`src/rtl/mips_branch_pkg.sv`:
```
// Shared definitions for the ID-stage branch sequencer: comparator op codes,
// sequencer state encoding and op classification helpers.
package mips_branch_pkg;

    localparam logic [2:0] CMP_BEQ  = 3'b000;
    localparam logic [2:0] CMP_BNE  = 3'b001;
    localparam logic [2:0] CMP_BLEZ = 3'b010;
    localparam logic [2:0] CMP_BGTZ = 3'b011;
    localparam logic [2:0] CMP_BLTZ = 3'b100;
    localparam logic [2:0] CMP_BGEZ = 3'b101;
    localparam logic [2:0] CMP_MOVZ = 3'b110;
    localparam logic [2:0] CMP_NONE = 3'b111;

    typedef enum logic [1:0] {
        ST_IDLE    = 2'b00,
        ST_STALL   = 2'b01,
        ST_RESOLVE = 2'b10,
        ST_DSLOT   = 2'b11
    } br_state_e;

    // True for the six conditional branches (redirect the PC, own a delay slot).
    function automatic logic is_branch_op(input logic [2:0] op);
        return (op <= CMP_BGEZ);
    endfunction

    // True for ops that compare against rt as well as rs.
    function automatic logic uses_rt(input logic [2:0] op);
        return (op == CMP_BEQ) || (op == CMP_BNE) || (op == CMP_MOVZ);
    endfunction

endpackage

```
`src/rtl/branch_hazard_calc.sv`:
```
// Combinational hazard cost for the ID-stage compare operands: how many
// cycles ID must stall before the forwarded rs/rt values are usable.
module branch_hazard_calc
    import mips_branch_pkg::*;
#(
    parameter int unsigned REG_AW         = 5,
    parameter int unsigned ALU_USE_STALL  = 1,
    parameter int unsigned LOAD_USE_STALL = 2
) (
    input  logic [2:0]        id_br_op_i,
    input  logic [REG_AW-1:0] id_rs_i,
    input  logic [REG_AW-1:0] id_rt_i,
    input  logic              ex_wr_en_i,
    input  logic              ex_is_load_i,
    input  logic [REG_AW-1:0] ex_wr_reg_i,
    input  logic              mem_wr_en_i,
    input  logic              mem_is_load_i,
    input  logic [REG_AW-1:0] mem_wr_reg_i,
    output logic [1:0]        h_o
);

    localparam logic [1:0] ALU_H  = 2'(ALU_USE_STALL);
    localparam logic [1:0] LOAD_H = 2'(LOAD_USE_STALL);

    logic [1:0] h_rs;
    logic [1:0] h_rt;

    // Per-operand cost; EX is the youngest producer so it is checked first, r0 never hazards.
    always_comb begin
        h_rs = '0;
        h_rt = '0;
        if (id_rs_i != '0) begin
            if (ex_wr_en_i && (ex_wr_reg_i == id_rs_i)) begin
                h_rs = ex_is_load_i ? LOAD_H : ALU_H;
            end else if (mem_wr_en_i && mem_is_load_i && (mem_wr_reg_i == id_rs_i)) begin
                h_rs = ALU_H;
            end
        end
        if ((id_rt_i != '0) && uses_rt(id_br_op_i)) begin
            if (ex_wr_en_i && (ex_wr_reg_i == id_rt_i)) begin
                h_rt = ex_is_load_i ? LOAD_H : ALU_H;
            end else if (mem_wr_en_i && mem_is_load_i && (mem_wr_reg_i == id_rt_i)) begin
                h_rt = ALU_H;
            end
        end
        h_o = (h_rs > h_rt) ? h_rs : h_rt;
    end

endmodule

```
`src/rtl/branch_seq_ctrl.sv`:
```
// ID-stage branch sequencer: stalls ID on compare-operand hazards, drives the
// comparator op code and turns the result into a PC redirect or movz write
// enable, and flags the delay-slot instruction for CP0.
// Optional: define BRANCH_STATS_EN to add branch/taken/stall statistics counters.
module branch_seq_ctrl
    import mips_branch_pkg::*;
#(
    parameter int unsigned REG_AW         = 5,
    parameter int unsigned ALU_USE_STALL  = 1,
    parameter int unsigned LOAD_USE_STALL = 2,
    parameter int unsigned STAT_W         = 32
) (
    input  logic              clk,
    input  logic              rst_n,
    input  logic              id_valid,
    input  logic [2:0]        id_br_op,
    input  logic [REG_AW-1:0] id_rs,
    input  logic [REG_AW-1:0] id_rt,
    input  logic              ex_wr_en,
    input  logic              ex_is_load,
    input  logic [REG_AW-1:0] ex_wr_reg,
    input  logic              mem_wr_en,
    input  logic              mem_is_load,
    input  logic [REG_AW-1:0] mem_wr_reg,
    input  logic              cmp_zero,
    input  logic              ext_stall,
    input  logic              exc_flush,
    output logic [2:0]        cmp_op,
    output logic              stall_id,
    output logic              pc_sel_br,
    output logic              movz_we,
    output logic              id_in_dslot,
    output logic              err_br_dslot
`ifdef BRANCH_STATS_EN
    ,
    output logic [STAT_W-1:0] stat_br_cnt,
    output logic [STAT_W-1:0] stat_taken_cnt,
    output logic [STAT_W-1:0] stat_stall_cnt
`endif
);

    br_state_e  state_q, state_d;
    logic [1:0] cnt_q, cnt_d;
    logic [1:0] h;
    logic       has_op;
    logic       resolve;

    branch_hazard_calc #(
        .REG_AW         (REG_AW),
        .ALU_USE_STALL  (ALU_USE_STALL),
        .LOAD_USE_STALL (LOAD_USE_STALL)
    ) u_hazard (
        .id_br_op_i    (id_br_op),
        .id_rs_i       (id_rs),
        .id_rt_i       (id_rt),
        .ex_wr_en_i    (ex_wr_en),
        .ex_is_load_i  (ex_is_load),
        .ex_wr_reg_i   (ex_wr_reg),
        .mem_wr_en_i   (mem_wr_en),
        .mem_is_load_i (mem_is_load),
        .mem_wr_reg_i  (mem_wr_reg),
        .h_o           (h)
    );

    assign has_op = id_valid && (id_br_op != CMP_NONE);

    // State register and stall counter.
    always_ff @(posedge clk or negedge rst_n) begin
        if (!rst_n) begin
            state_q <= ST_IDLE;
            cnt_q   <= '0;
        end else begin
            state_q <= state_d;
            cnt_q   <= cnt_d;
        end
    end

    // Next-state and outputs; ext_stall, exc_flush and reset are layered on top as overrides.
    always_comb begin
        state_d      = state_q;
        cnt_d        = cnt_q;
        cmp_op       = CMP_NONE;
        stall_id     = 1'b0;
        pc_sel_br    = 1'b0;
        movz_we      = 1'b0;
        id_in_dslot  = 1'b0;
        err_br_dslot = 1'b0;
        resolve      = 1'b0;

        unique case (state_q)
            ST_IDLE: begin
                if (has_op) begin
                    cmp_op = id_br_op;
                    if (h == 2'd0) begin
                        resolve = 1'b1;
                    end else begin
                        stall_id = 1'b1;
                        cnt_d    = h - 2'd1;
                        state_d  = (h == 2'd1) ? ST_RESOLVE : ST_STALL;
                    end
                end
            end
            ST_STALL: begin
                stall_id = 1'b1;
                cmp_op   = id_br_op;
                cnt_d    = cnt_q - 2'd1;
                if (cnt_q == 2'd1) begin
                    state_d = ST_RESOLVE;
                end
            end
            ST_RESOLVE: begin
                cmp_op  = id_br_op;
                resolve = 1'b1;
            end
            ST_DSLOT: begin
                id_in_dslot  = 1'b1;
                err_br_dslot = id_valid && is_branch_op(id_br_op);
                state_d      = ST_IDLE;
            end
            default: state_d = ST_IDLE;
        endcase

        if (resolve) begin
            if (is_branch_op(id_br_op)) begin
                pc_sel_br = cmp_zero;
                state_d   = ST_DSLOT;
            end else begin
                movz_we = (id_br_op == CMP_MOVZ) && cmp_zero;
                state_d = ST_IDLE;
            end
        end

        // An external stall freezes the sequence; the pulses fire once it lifts.
        if (ext_stall) begin
            state_d      = state_q;
            cnt_d        = cnt_q;
            pc_sel_br    = 1'b0;
            movz_we      = 1'b0;
            err_br_dslot = 1'b0;
        end

        if (exc_flush) begin
            state_d      = ST_IDLE;
            cnt_d        = '0;
            stall_id     = 1'b0;
            pc_sel_br    = 1'b0;
            movz_we      = 1'b0;
            err_br_dslot = 1'b0;
        end

        // Outputs are Mealy, so reset must mask them directly to take effect asynchronously.
        if (!rst_n) begin
            cmp_op       = CMP_NONE;
            stall_id     = 1'b0;
            pc_sel_br    = 1'b0;
            movz_we      = 1'b0;
            id_in_dslot  = 1'b0;
            err_br_dslot = 1'b0;
        end
    end

`ifdef BRANCH_STATS_EN
    logic              br_done;
    logic [STAT_W-1:0] br_cnt_q, taken_cnt_q, stall_cnt_q;

    assign br_done = resolve && is_branch_op(id_br_op) && !ext_stall && !exc_flush;

    // Free-running wrap-around statistics, frozen while an exception flushes.
    always_ff @(posedge clk or negedge rst_n) begin
        if (!rst_n) begin
            br_cnt_q    <= '0;
            taken_cnt_q <= '0;
            stall_cnt_q <= '0;
        end else if (!exc_flush) begin
            if (br_done) begin
                br_cnt_q <= br_cnt_q + 1'b1;
            end
            if (br_done && cmp_zero) begin
                taken_cnt_q <= taken_cnt_q + 1'b1;
            end
            if (stall_id) begin
                stall_cnt_q <= stall_cnt_q + 1'b1;
            end
        end
    end

    assign stat_br_cnt    = br_cnt_q;
    assign stat_taken_cnt = taken_cnt_q;
    assign stat_stall_cnt = stall_cnt_q;
`endif

endmodule

```
`config.mk`:
```
export PLATFORM = sky130hd
export DESIGN_NAME = branch_seq_ctrl
export DESIGN_NICKNAME = d
export VERILOG_FILES = /design/src/rtl/mips_branch_pkg.sv /design/src/rtl/branch_hazard_calc.sv /design/src/rtl/branch_seq_ctrl.sv
export SDC_FILE = /design/constraint.sdc
export NUM_CORES = 1
export LEC_CHECK = 0
export CORE_ASPECT_RATIO = 0.7
export CORE_UTILIZATION = 32
export CTS_CLUSTER_SIZE = 40
export DETAILED_ROUTE_END_ITERATION = 12
export GPL_TIMING_DRIVEN = 0
export PLACE_DENSITY = 0.64
export SYNTH_ARGS = -nofsm -noshare
export SYNTH_HDL_FRONTEND = slang
export SYNTH_HIERARCHICAL = 1
export SYNTH_SLANG_ARGS = --single-unit
```
`constraint.sdc`:
```
create_clock -name clk -period 7.2 [get_ports clk]
set_input_delay 1.44 -clock clk [delete_from_list [all_inputs] [get_ports clk]]
set_output_delay 1.44 -clock clk [all_outputs]
set_load 0.005 [all_outputs]
```
==> flow_summary.html, run 1 <==
<table>
<tr><th>Metric</th><th>Value</th></tr>
<tr><th colspan="2">Setup path</th></tr>
<tr><td>CP Data Arrival Time</td><td>5420 ps</td></tr>
<tr><td>Top fanout value on the critical path</td><td>5</td></tr>
<tr><td>Sequence of cells on the critical path</td><td>clkdlybuf4s50_1 -&gt; or4_1 -&gt; nor2_1 -&gt; nor4_1 -&gt; mux2i_1 -&gt; ha_1 -&gt; inv_1 -&gt; or4_1 -&gt; o211a_1 -&gt; inv_1 -&gt; ha_1 -&gt; a41o_1 -&gt; nand3_1 -&gt; nor4_1 -&gt; clkdlybuf4s50_1</td></tr>
<tr><td>Origin of the worst setup path</td><td>id_rs[2]</td></tr>
<tr><td>Category of the most critical setup path</td><td>input port to output port</td></tr>
<tr><td>Worst path bufs/invs</td><td>4</td></tr>
<tr><td>Register-to-Register Path Depth</td><td>7</td></tr>
<tr><td>Source of the worst register-to-register timing path</td><td>state_q[1]</td></tr>
<tr><td>FF-to-FF setup slack</td><td>5450 ps</td></tr>
<tr><td>Highest cell delay on the worst timing path</td><td>570 ps</td></tr>
<tr><td>Crit path launch type</td><td>input port</td></tr>
<tr><td>Crit path max-delay family</td><td>simple AND/OR/NAND/NOR gates</td></tr>
<tr><td>Endpoint class of the critical path</td><td>output port</td></tr>
<tr><td>Slowest-stage cell, CP</td><td>sky130_fd_sc_hd__clkdlybuf4s50_1</td></tr>
<tr><td>CP required</td><td>5760 ps</td></tr>
<tr><td>R2R Path End</td><td>state_q[1]</td></tr>
<tr><th colspan="2">Hold path</th></tr>
<tr><td>Worst hold endpoint</td><td>cnt_q[1]</td></tr>
<tr><td>Min-delay src</td><td>cnt_q[1]</td></tr>
<tr><td>Worst Hold Depth</td><td>2</td></tr>
<tr><td>Hold WC Path Type</td><td>register to register</td></tr>
<tr><th colspan="2">STA</th></tr>
<tr><td>Hold Fails Final Rpt</td><td>0</td></tr>
<tr><td>Final critical delay including setup and external delays</td><td>6860 ps</td></tr>
<tr><td>Setup repair after global routing missed its margin</td><td>no</td></tr>
<tr><td>Post-route setup slack</td><td>340 ps</td></tr>
<tr><td>Setup violators final</td><td>0</td></tr>
<tr><td>Count of final max-slew check failures</td><td>0</td></tr>
<tr><td>Post-route setup TNS</td><td>0 ps</td></tr>
<tr><td>Fin crit share</td><td>95.3%</td></tr>
<tr><td>Relative slew margins</td><td>65.6%</td></tr>
<tr><td>Final clock skew</td><td>0.515 ps</td></tr>
<tr><td>Worst Max-Slew Pin Slew</td><td>503 ps</td></tr>
<tr><td>Maximum clock rate</td><td>146 MHz</td></tr>
<tr><th colspan="2">Die</th></tr>
<tr><td>Initial standard-cell utilization of the core</td><td>35.0%</td></tr>
<tr><td>Num ports</td><td>41</td></tr>
<tr><td>Vert. Die Dim</td><td>49.1 um</td></tr>
<tr><td>Die outline area</td><td>3410 sq um</td></tr>
<tr><td>Core region area</td><td>2900 sq um</td></tr>
<tr><td>Number of placement rows</td><td>16</td></tr>
<tr><td>Overall die width</td><td>69.3 um</td></tr>
<tr><th colspan="2">Final layout</th></tr>
<tr><td>Final core utilization</td><td>51.8%</td></tr>
<tr><td>Fraction of layout cells with a size suffix above 1</td><td>9.30%</td></tr>
<tr><td># nets final</td><td>217</td></tr>
<tr><td>Layout area overhead</td><td>47.9%</td></tr>
<tr><td>Cell Count, Final, Fillers Out</td><td>208</td></tr>
<tr><td>Total inserted antenna cells</td><td>0</td></tr>
<tr><th colspan="2">Route</th></tr>
<tr><td>ANT nets after route</td><td>0</td></tr>
<tr><td>Total DRC errors in the routed layout</td><td>0</td></tr>
<tr><td>Post-Route WL</td><td>2.87 mm</td></tr>
<tr><td>Vias per std cell</td><td>5.32</td></tr>
<tr><td>Pre-antenna DRT Iters</td><td>4</td></tr>
<tr><td>Initial DRC Count</td><td>57</td></tr>
<tr><td>Mean routed wirelength per cell</td><td>13.8 um</td></tr>
<tr><td>Number of vias after detailed routing</td><td>1,106</td></tr>
<tr><th colspan="2">Logic synthesis</th></tr>
<tr><td>Distinct cell type count of the synthesized netlist</td><td>41</td></tr>
<tr><td>Most frequent cell after synthesis</td><td>sky130_fd_sc_hd__xnor2_1</td></tr>
<tr><td>Netlist area before placement</td><td>1020 sq um</td></tr>
<tr><td>Post-Syn Nets</td><td>172</td></tr>
<tr><td>Sequential element share of the synthesized area</td><td>9.85%</td></tr>
<tr><td>Ranking of synthesized cells by area</td><td>sky130_fd_sc_hd__ha_1 12%, sky130_fd_sc_hd__xnor2_1 11%, sky130_fd_sc_hd__dfrtp_1 9.9%, sky130_fd_sc_hd__xor2_1 6.0%, sky130_fd_sc_hd__nor2_1 4.1%</td></tr>
<tr><td>Share of the synthesized area in the top cell type</td><td>12.3%</td></tr>
<tr><td>Number of enable flip-flop cells after synthesis</td><td>0</td></tr>
<tr><td>Number of standard cells after synthesis</td><td>129</td></tr>
<tr><td>Primary FF master, synth</td><td>sky130_fd_sc_hd__dfrtp_1</td></tr>
<tr><td>Synth warnings</td><td>6</td></tr>
<tr><td>Post-synthesis register bit count</td><td>4</td></tr>
<tr><td>Fraction of registers with async set/reset</td><td>100%</td></tr>
<tr><td>Syn Area/Cell</td><td>7.88 sq um</td></tr>
<tr><td>Top cell type by total area after synthesis</td><td>sky130_fd_sc_hd__ha_1</td></tr>
<tr><td>Commonest cells post-synth</td><td>13 x sky130_fd_sc_hd__xnor2_1, 11 x sky130_fd_sc_hd__nor2_1, 10 x sky130_fd_sc_hd__ha_1, 10 x sky130_fd_sc_hd__nand2_1, 9 x sky130_fd_sc_hd__inv_1</td></tr>
<tr><th colspan="2">Power and ir drop</th></tr>
<tr><td>PnR Total Power</td><td>0.164 mW</td></tr>
<tr><td>Register share of total power</td><td>16.5%</td></tr>
<tr><td>Leakage power</td><td>0.609 nW</td></tr>
<tr><td>P_sw</td><td>0.0550 mW</td></tr>
<tr><td>Clock group share of total power</td><td>29.3%</td></tr>
<tr><td>Worst vdd rail ir drop</td><td>51.9 uV</td></tr>
<tr><td>Combinational power share</td><td>54.1%</td></tr>
<tr><td>Cell Int Power</td><td>0.109 mW</td></tr>
<tr><td>Pwr Density</td><td>109 nW/um^2</td></tr>
<tr><td>Switching fraction of total power</td><td>33.6%</td></tr>
<tr><th colspan="2">Clock network</th></tr>
<tr><td>Clock Latency Late Sink</td><td>220 ps</td></tr>
<tr><td>Post-CTS Hold Fix Bufs</td><td>0</td></tr>
<tr><td>Total CTS buffers</td><td>3</td></tr>
<tr><td>CTS H-tree depth</td><td>1</td></tr>
<tr><td>Number of clock sinks</td><td>4</td></tr>
<tr><td>Clock tree from TritonCTS</td><td>done</td></tr>
<tr><td>Maximum root-to-sink buffer count</td><td>2</td></tr>
<tr><td>Library cell used as clock root buffer</td><td>sky130_fd_sc_hd__clkbuf_8</td></tr>
<tr><td>Clk slew on worst S/H paths</td><td>30 ps</td></tr>
<tr><td>Count of cells resized by post-cts repair</td><td>0</td></tr>
<tr><td>Number of buffers inserted by post-CTS setup repair</td><td>0</td></tr>
<tr><th colspan="2">Global routing</th></tr>
<tr><td>Initial antenna violation count</td><td>0</td></tr>
<tr><td>Number of global-route vias before repair</td><td>1,055</td></tr>
<tr><td>First-pass GRT wire length</td><td>4.81 mm</td></tr>
<tr><td>Largest net degree at the start of global routing</td><td>11</td></tr>
<tr><td>GRT Resource Usage Total</td><td>17.1%</td></tr>
<tr><td>Total overflow reported by the global router</td><td>0</td></tr>
<tr><th colspan="2">Run</th></tr>
<tr><td># Max-Cap Violations</td><td>0</td></tr>
<tr><th colspan="2">Placed design</th></tr>
<tr><td>Final GP Congestion</td><td>0.805</td></tr>
<tr><td>PortBufs</td><td>40</td></tr>
<tr><td>Total instance count after detailed placement</td><td>205</td></tr>
<tr><td>Final HPWL DP</td><td>2.51 mm</td></tr>
<tr><td>Setup slack at placement</td><td>354 ps</td></tr>
<tr><th colspan="2">Status</th></tr>
<tr><td>Run status</td><td>finished, final reports clean</td></tr>
</table>
## registers in the layout (all words and copies together) (netlist names)
name / flops
cnt_q: 2
state_q: 2
## worst register-to-register path, delay by kind of cell, from the launching register on
family / cells / cell delay [ps]
AOI/OAI and AO/OA: 3 / 660
adders and majority gates: 1 / 190
buffers and inverters: 2 / 220
DFF: 1 / 410
and+or+nand+nor: 1 / 140
## cells by family (layout without fill, tap and decap cells)
kind of cell,after synthesis,count (layout),synth area share [%]
AOI/OAI and AO/OA,25,25,19.1
xor gates and xnor gates,20,20,17.2
adders and majority gates,10,10,12.3
buffers and inverters,11,54,5.17
DFF,4,4,9.85
muxes,4,4,3.94
and+or+nand+nor,55,55,32.4
## power groups by stage
stage | clock network (mW) | logic [mW] | registers [mW]
finish | 0.0480 | 0.0886 | 0.0270
global route | 0.0508 | 0.0974 | 0.0276
CTS | 0.0487 | 0.0888 | 0.0271
detailed placement | 0 | 0.0883 | 0.0273
global placement | 0 | 0.0869 | 0.0272
floorplan | 0 | 0.0489 | 0.0266
## cell usage in the layout, fill, tap and decap left out, types with 2 or more instances in the layout
cell                               n
sky130_fd_sc_hd__nor4_1            4
sky130_fd_sc_hd__o21ai_1           3
sky130_fd_sc_hd__o21ai_0           5
sky130_fd_sc_hd__nor2b_1           5
sky130_fd_sc_hd__nor3_1            2
sky130_fd_sc_hd__o211a_1           2
sky130_fd_sc_hd__inv_1             9
sky130_fd_sc_hd__a221o_1           2
sky130_fd_sc_hd__or4_1             3
sky130_fd_sc_hd__ha_1             10
sky130_fd_sc_hd__nor2b_4           2
sky130_fd_sc_hd__a21oi_1           4
sky130_fd_sc_hd__mux2i_1           4
sky130_fd_sc_hd__clkbuf_8          3
sky130_fd_sc_hd__clkdlybuf4s50_1  40
sky130_fd_sc_hd__or3_1             2
sky130_fd_sc_hd__nand2_1          10
sky130_fd_sc_hd__xor2_1            7
sky130_fd_sc_hd__nor2_1           11
sky130_fd_sc_hd__dfrtp_1           4
sky130_fd_sc_hd__nand4_1           4
sky130_fd_sc_hd__xnor2_1          13
sky130_fd_sc_hd__nand3_1           3
## metrics by stage
stage / hold WS [ps] / cell area (sq um)
floorplan: 490 / 1020
global placement: 517 / 1460
detailed placement: 531 / 1460
CTS: 545 / 1500
global route: 601 / 1500
finish: 534 / 1500
## worst max-delay path by stage
stage	endpoint	cells after the start	slack, ps
4_1_cts	movz_we	15	370
5_1_grt	movz_we	15	100
3_3_place_gp	movz_we	15	440
3_5_place_dp	movz_we	15	350
6_report	movz_we	15	340
2_1_floorplan	movz_we	13	1740
## metal layers
layer / wire, um / track usage (%) / vias up / share of wire, %
met5: 0 / 0 / - / 0
met4: 21 / 4.08 / 0 / 0.73
met2: 1250 / 25.4 / 35 / 43
met1: 1430 / 25.8 / 507 / 50
li1: - / - / 560 / -
met3: 172 / 2.07 / 4 / 6.0
## final cells by class
class	count	area [sq um]
clock buffers	3	41.3
plain buffers	2	18.8
multi-input cells	114	863
inverters	9	33.8
flip-flops and latches	4	100
fillers	271	1400
repair buffers	40	400
well taps	36	45.0
No activity file was read; power rests on OpenSTA's default activity.
==> run 2, diff against run 1 <==
--- a/config.mk
+++ b/config.mk
@@ -11,6 +11,7 @@
 export DETAILED_ROUTE_END_ITERATION = 12
 export GPL_TIMING_DRIVEN = 0
 export PLACE_DENSITY = 0.64
+export REMOVE_ABC_BUFFERS = 1
 export SYNTH_ARGS = -nofsm -noshare
 export SYNTH_HDL_FRONTEND = slang
 export SYNTH_HIERARCHICAL = 1
==> flow_summary.html, run 2 (synthesis results as in run 1) <==
<table>
<tr><th>Metric</th><th>Value</th></tr>
<tr><th colspan="2">Final layout</th></tr>
<tr><td># nets final</td><td>215 (-0.92%)</td></tr>
<tr><td>Most common library cell in the layout ignoring fill and taps</td><td>sky130_fd_sc_hd__clkdlybuf4s50_1</td></tr>
<tr><td>Fraction of layout cells with a size suffix above 1</td><td>8.24% (-1.1 points)</td></tr>
<tr><td>Total inserted antenna cells</td><td>0 (unchanged)</td></tr>
<tr><td>Layout area overhead</td><td>46.1%</td></tr>
<tr><td>Post-layout instance area</td><td>1480 sq um (-1.2%)</td></tr>
<tr><td>Highest-count cells in the layout ignoring fill and taps</td><td>40 x sky130_fd_sc_hd__clkdlybuf4s50_1, 13 x sky130_fd_sc_hd__xnor2_1, 11 x sky130_fd_sc_hd__nor2_1, 10 x sky130_fd_sc_hd__nand2_1, 10 x sky130_fd_sc_hd__ha_1</td></tr>
<tr><td>Largest registers</td><td>cnt_q x2, state_q x2</td></tr>
<tr><th colspan="2">Setup path</th></tr>
<tr><td>CP Data Arrival Time</td><td>5310 ps (-110 ps)</td></tr>
<tr><td>Source of the worst register-to-register timing path</td><td>state_q[0]</td></tr>
<tr><td>R2R Path End</td><td>state_q[1]</td></tr>
<tr><td>Endpoint class of the critical path</td><td>output port</td></tr>
<tr><td>Crit path max-delay family</td><td>buffers and inverters</td></tr>
<tr><td>Slowest-stage cell, CP</td><td>sky130_fd_sc_hd__clkdlybuf4s50_1</td></tr>
<tr><td>Sequence of cells on the critical path</td><td>clkdlybuf4s50_1 -&gt; xor2_1 -&gt; nor3_2 -&gt; a2111oi_0 -&gt; o21a_1 -&gt; ha_1 -&gt; inv_1 -&gt; or4_1 -&gt; o211a_1 -&gt; inv_1 -&gt; ha_1 -&gt; a41o_1 -&gt; nand3_1 -&gt; nor4_1 -&gt; clkdlybuf4s50_1</td></tr>
<tr><td>CP required</td><td>5760 ps (about the same)</td></tr>
<tr><td>Crit path launch type</td><td>input port</td></tr>
<tr><td>Category of the most critical setup path</td><td>input port to output port</td></tr>
<tr><td>Highest cell delay on the worst timing path</td><td>550 ps (-20 ps)</td></tr>
<tr><td>Origin of the worst setup path</td><td>id_rt[2]</td></tr>
<tr><td>FF-to-FF setup slack</td><td>5310 ps (-140 ps)</td></tr>
<tr><td>Register-to-Register Path Depth</td><td>5 (-2)</td></tr>
<tr><td>Worst path bufs/invs</td><td>4 (unchanged)</td></tr>
<tr><td>Top fanout value on the critical path</td><td>5 (unchanged)</td></tr>
<tr><th colspan="2">Route</th></tr>
<tr><td>Total DRC errors in the routed layout</td><td>0 (unchanged)</td></tr>
<tr><td>Vias per std cell</td><td>5.43 (+2.1%)</td></tr>
<tr><td>Post-Route WL</td><td>2.89 mm (+0.84%)</td></tr>
<tr><td>Mean routed wirelength per cell</td><td>14.0 um (+1.8%)</td></tr>
<tr><td>Initial DRC Count</td><td>31 (-46%)</td></tr>
<tr><td>ANT nets after route</td><td>0 (unchanged)</td></tr>
<tr><td>Number of vias after detailed routing</td><td>1,118 (+1.1%)</td></tr>
<tr><td>Pre-antenna DRT Iters</td><td>6 (+2)</td></tr>
<tr><th colspan="2">Die</th></tr>
<tr><td>Die outline area</td><td>3410 sq um (unchanged)</td></tr>
<tr><td>Core region area</td><td>2900 sq um (unchanged)</td></tr>
<tr><td>Overall die width</td><td>69.3 um (unchanged)</td></tr>
<tr><td>Initial standard-cell utilization of the core</td><td>35.0% (unchanged)</td></tr>
<tr><td>Vert. Die Dim</td><td>49.1 um (unchanged)</td></tr>
<tr><td>Number of placement rows</td><td>16 (unchanged)</td></tr>
<tr><td>Num ports</td><td>41 (unchanged)</td></tr>
<tr><th colspan="2">STA</th></tr>
<tr><td>Relative slew margins</td><td>62.2% (-3.4 points)</td></tr>
<tr><td>Final clock skew</td><td>3.10 ps (+2.59 ps)</td></tr>
<tr><td>Hold Fails Final Rpt</td><td>0 (unchanged)</td></tr>
<tr><td>Setup repair after global routing missed its margin</td><td>no</td></tr>
<tr><td>Count of final max-slew check failures</td><td>0 (unchanged)</td></tr>
<tr><td>Final critical delay including setup and external delays</td><td>6750 ps (-111 ps)</td></tr>
<tr><td>Maximum clock rate</td><td>148 MHz (+1.6%)</td></tr>
<tr><td>Post-route setup TNS</td><td>0 ps (unchanged)</td></tr>
<tr><td>Worst Max-Slew Pin Slew</td><td>553 ps (+49.7 ps)</td></tr>
<tr><td>Setup violators final</td><td>0 (unchanged)</td></tr>
<tr><td>Fin crit share</td><td>93.7% (-1.5 points)</td></tr>
<tr><th colspan="2">Placed design</th></tr>
<tr><td>Post-DP Area</td><td>1440 sq um (-1.3%)</td></tr>
<tr><td>PortBufs</td><td>40 (unchanged)</td></tr>
<tr><td>Final GP Congestion</td><td>0.860 (+6.8%)</td></tr>
<tr><td>Final HPWL DP</td><td>2.42 mm (-3.5%)</td></tr>
<tr><th colspan="2">Hold path</th></tr>
<tr><td>Worst Hold Depth</td><td>2 (unchanged)</td></tr>
<tr><td>Worst hold endpoint</td><td>cnt_q[1]</td></tr>
<tr><td>Hold WC Path Type</td><td>register to register</td></tr>
<tr><td>Min-delay src</td><td>cnt_q[1]</td></tr>
<tr><th colspan="2">Clock network</th></tr>
<tr><td>Number of clock sinks</td><td>4 (unchanged)</td></tr>
<tr><td>Post-CTS Hold Fix Bufs</td><td>0 (unchanged)</td></tr>
<tr><td>CTS H-tree depth</td><td>1 (unchanged)</td></tr>
<tr><td>Library cell used as clock root buffer</td><td>sky130_fd_sc_hd__clkbuf_8</td></tr>
<tr><td>Count of cells resized by post-cts repair</td><td>0 (unchanged)</td></tr>
<tr><td>Clock tree from TritonCTS</td><td>done</td></tr>
<tr><td>Maximum root-to-sink buffer count</td><td>2 (unchanged)</td></tr>
<tr><td>Number of buffers inserted by post-CTS setup repair</td><td>0 (unchanged)</td></tr>
<tr><td>Clk slew on worst S/H paths</td><td>30 ps (about the same)</td></tr>
<tr><td>Clock Latency Late Sink</td><td>220 ps (about the same)</td></tr>
<tr><td>Total CTS buffers</td><td>3 (unchanged)</td></tr>
<tr><th colspan="2">Power and ir drop</th></tr>
<tr><td>Pwr Density</td><td>110 nW/um^2 (+0.90%)</td></tr>
<tr><td>Leakage power</td><td>0.598 nW (-1.7%)</td></tr>
<tr><td>Worst vdd rail ir drop</td><td>54.1 uV (+4.2%)</td></tr>
<tr><th colspan="2">Global routing</th></tr>
<tr><td>Number of global-route vias before repair</td><td>1,082 (+2.6%)</td></tr>
<tr><td>Initial antenna violation count</td><td>0 (unchanged)</td></tr>
<tr><td>Largest net degree at the start of global routing</td><td>12 (+1)</td></tr>
<tr><td>First-pass GRT wire length</td><td>4.88 mm (+1.4%)</td></tr>
<tr><td>GRT Resource Usage Total</td><td>17.8% (+0.76 points)</td></tr>
<tr><td>Total overflow reported by the global router</td><td>0 (unchanged)</td></tr>
<tr><th colspan="2">Run</th></tr>
<tr><td># Max-Cap Violations</td><td>0 (unchanged)</td></tr>
<tr><th colspan="2">Status</th></tr>
<tr><td>Run status</td><td>finished, final reports clean</td></tr>
</table>
## run 2: cell types whose count changed in the layout (fill, tap and decap cells not counted)
cell                    previous run  this run
sky130_fd_sc_hd__buf_6             1         0
sky130_fd_sc_hd__buf_4             1         0
## run 2: area by class of cell
cell class                      count  area [sq um]
Timing Repair Buffer               40           400
Inverter                            9          33.8
Multi-Input combinational cell    114           863
Clock buffer                        3          41.3
Tap cell                           36          45.0
Fill cell                         266          1420
Sequential cell                     4           100
## run 2: worst max path at each step
stage	depth (start not counted)	slack (ps)	end
floorplan	13	1740	movz_we
global placement	15	510	movz_we
detailed placement	15	470	movz_we
CTS	15	470	movz_we
global route	15	60	movz_we
finish	15	450	movz_we
## run 2: report_power, final
| group | internal [mW] | switching [mW] | total (mW) | leakage [nW] |
|---|---|---|---|---|
| registers | 0.0245 | 0.00303 | 0.0275 | 0.0548 |
| clock network | 0.0358 | 0.0133 | 0.0491 | 0.0216 |
| logic | 0.0462 | 0.0402 | 0.0863 | 0.522 |
## run 2: through the flow
stage	hold slack (ps)	utilization, %	std cells	total power [mW]	setup slack [ps]
6_report	524	51.1	206	0.163	451
5_1_grt	584	51.1	206	0.174	59.1
4_1_cts	534	51.1	206	0.164	468
3_5_place_dp	528	49.7	203	0.113	471
3_3_place_gp	517	49.7	203	0.111	506
2_1_floorplan	490	-	127	0.0728	1740
## run 2: layer usage
layer | part of all wire, % | global-route usage, % | up-vias | wire [um]
met5 | 0 | 0 | - | 0
met4 | 1.8 | 6.80 | 0 | 51
met3 | 4.3 | 2.69 | 8 | 124
met1 | 48 | 23.7 | 525 | 1380
li1 | - | - | 549 | -
met2 | 46 | 29.1 | 36 | 1340
## run 2: worst register-to-register path, cell delays in order, from the launching register on
cell and delay (ps):
sky130_fd_sc_hd__dfrtp_1 450, sky130_fd_sc_hd__inv_1 100, sky130_fd_sc_hd__ha_1 370, sky130_fd_sc_hd__o41ai_2 380
sky130_fd_sc_hd__a211oi_1 100, sky130_fd_sc_hd__a221o_1 370
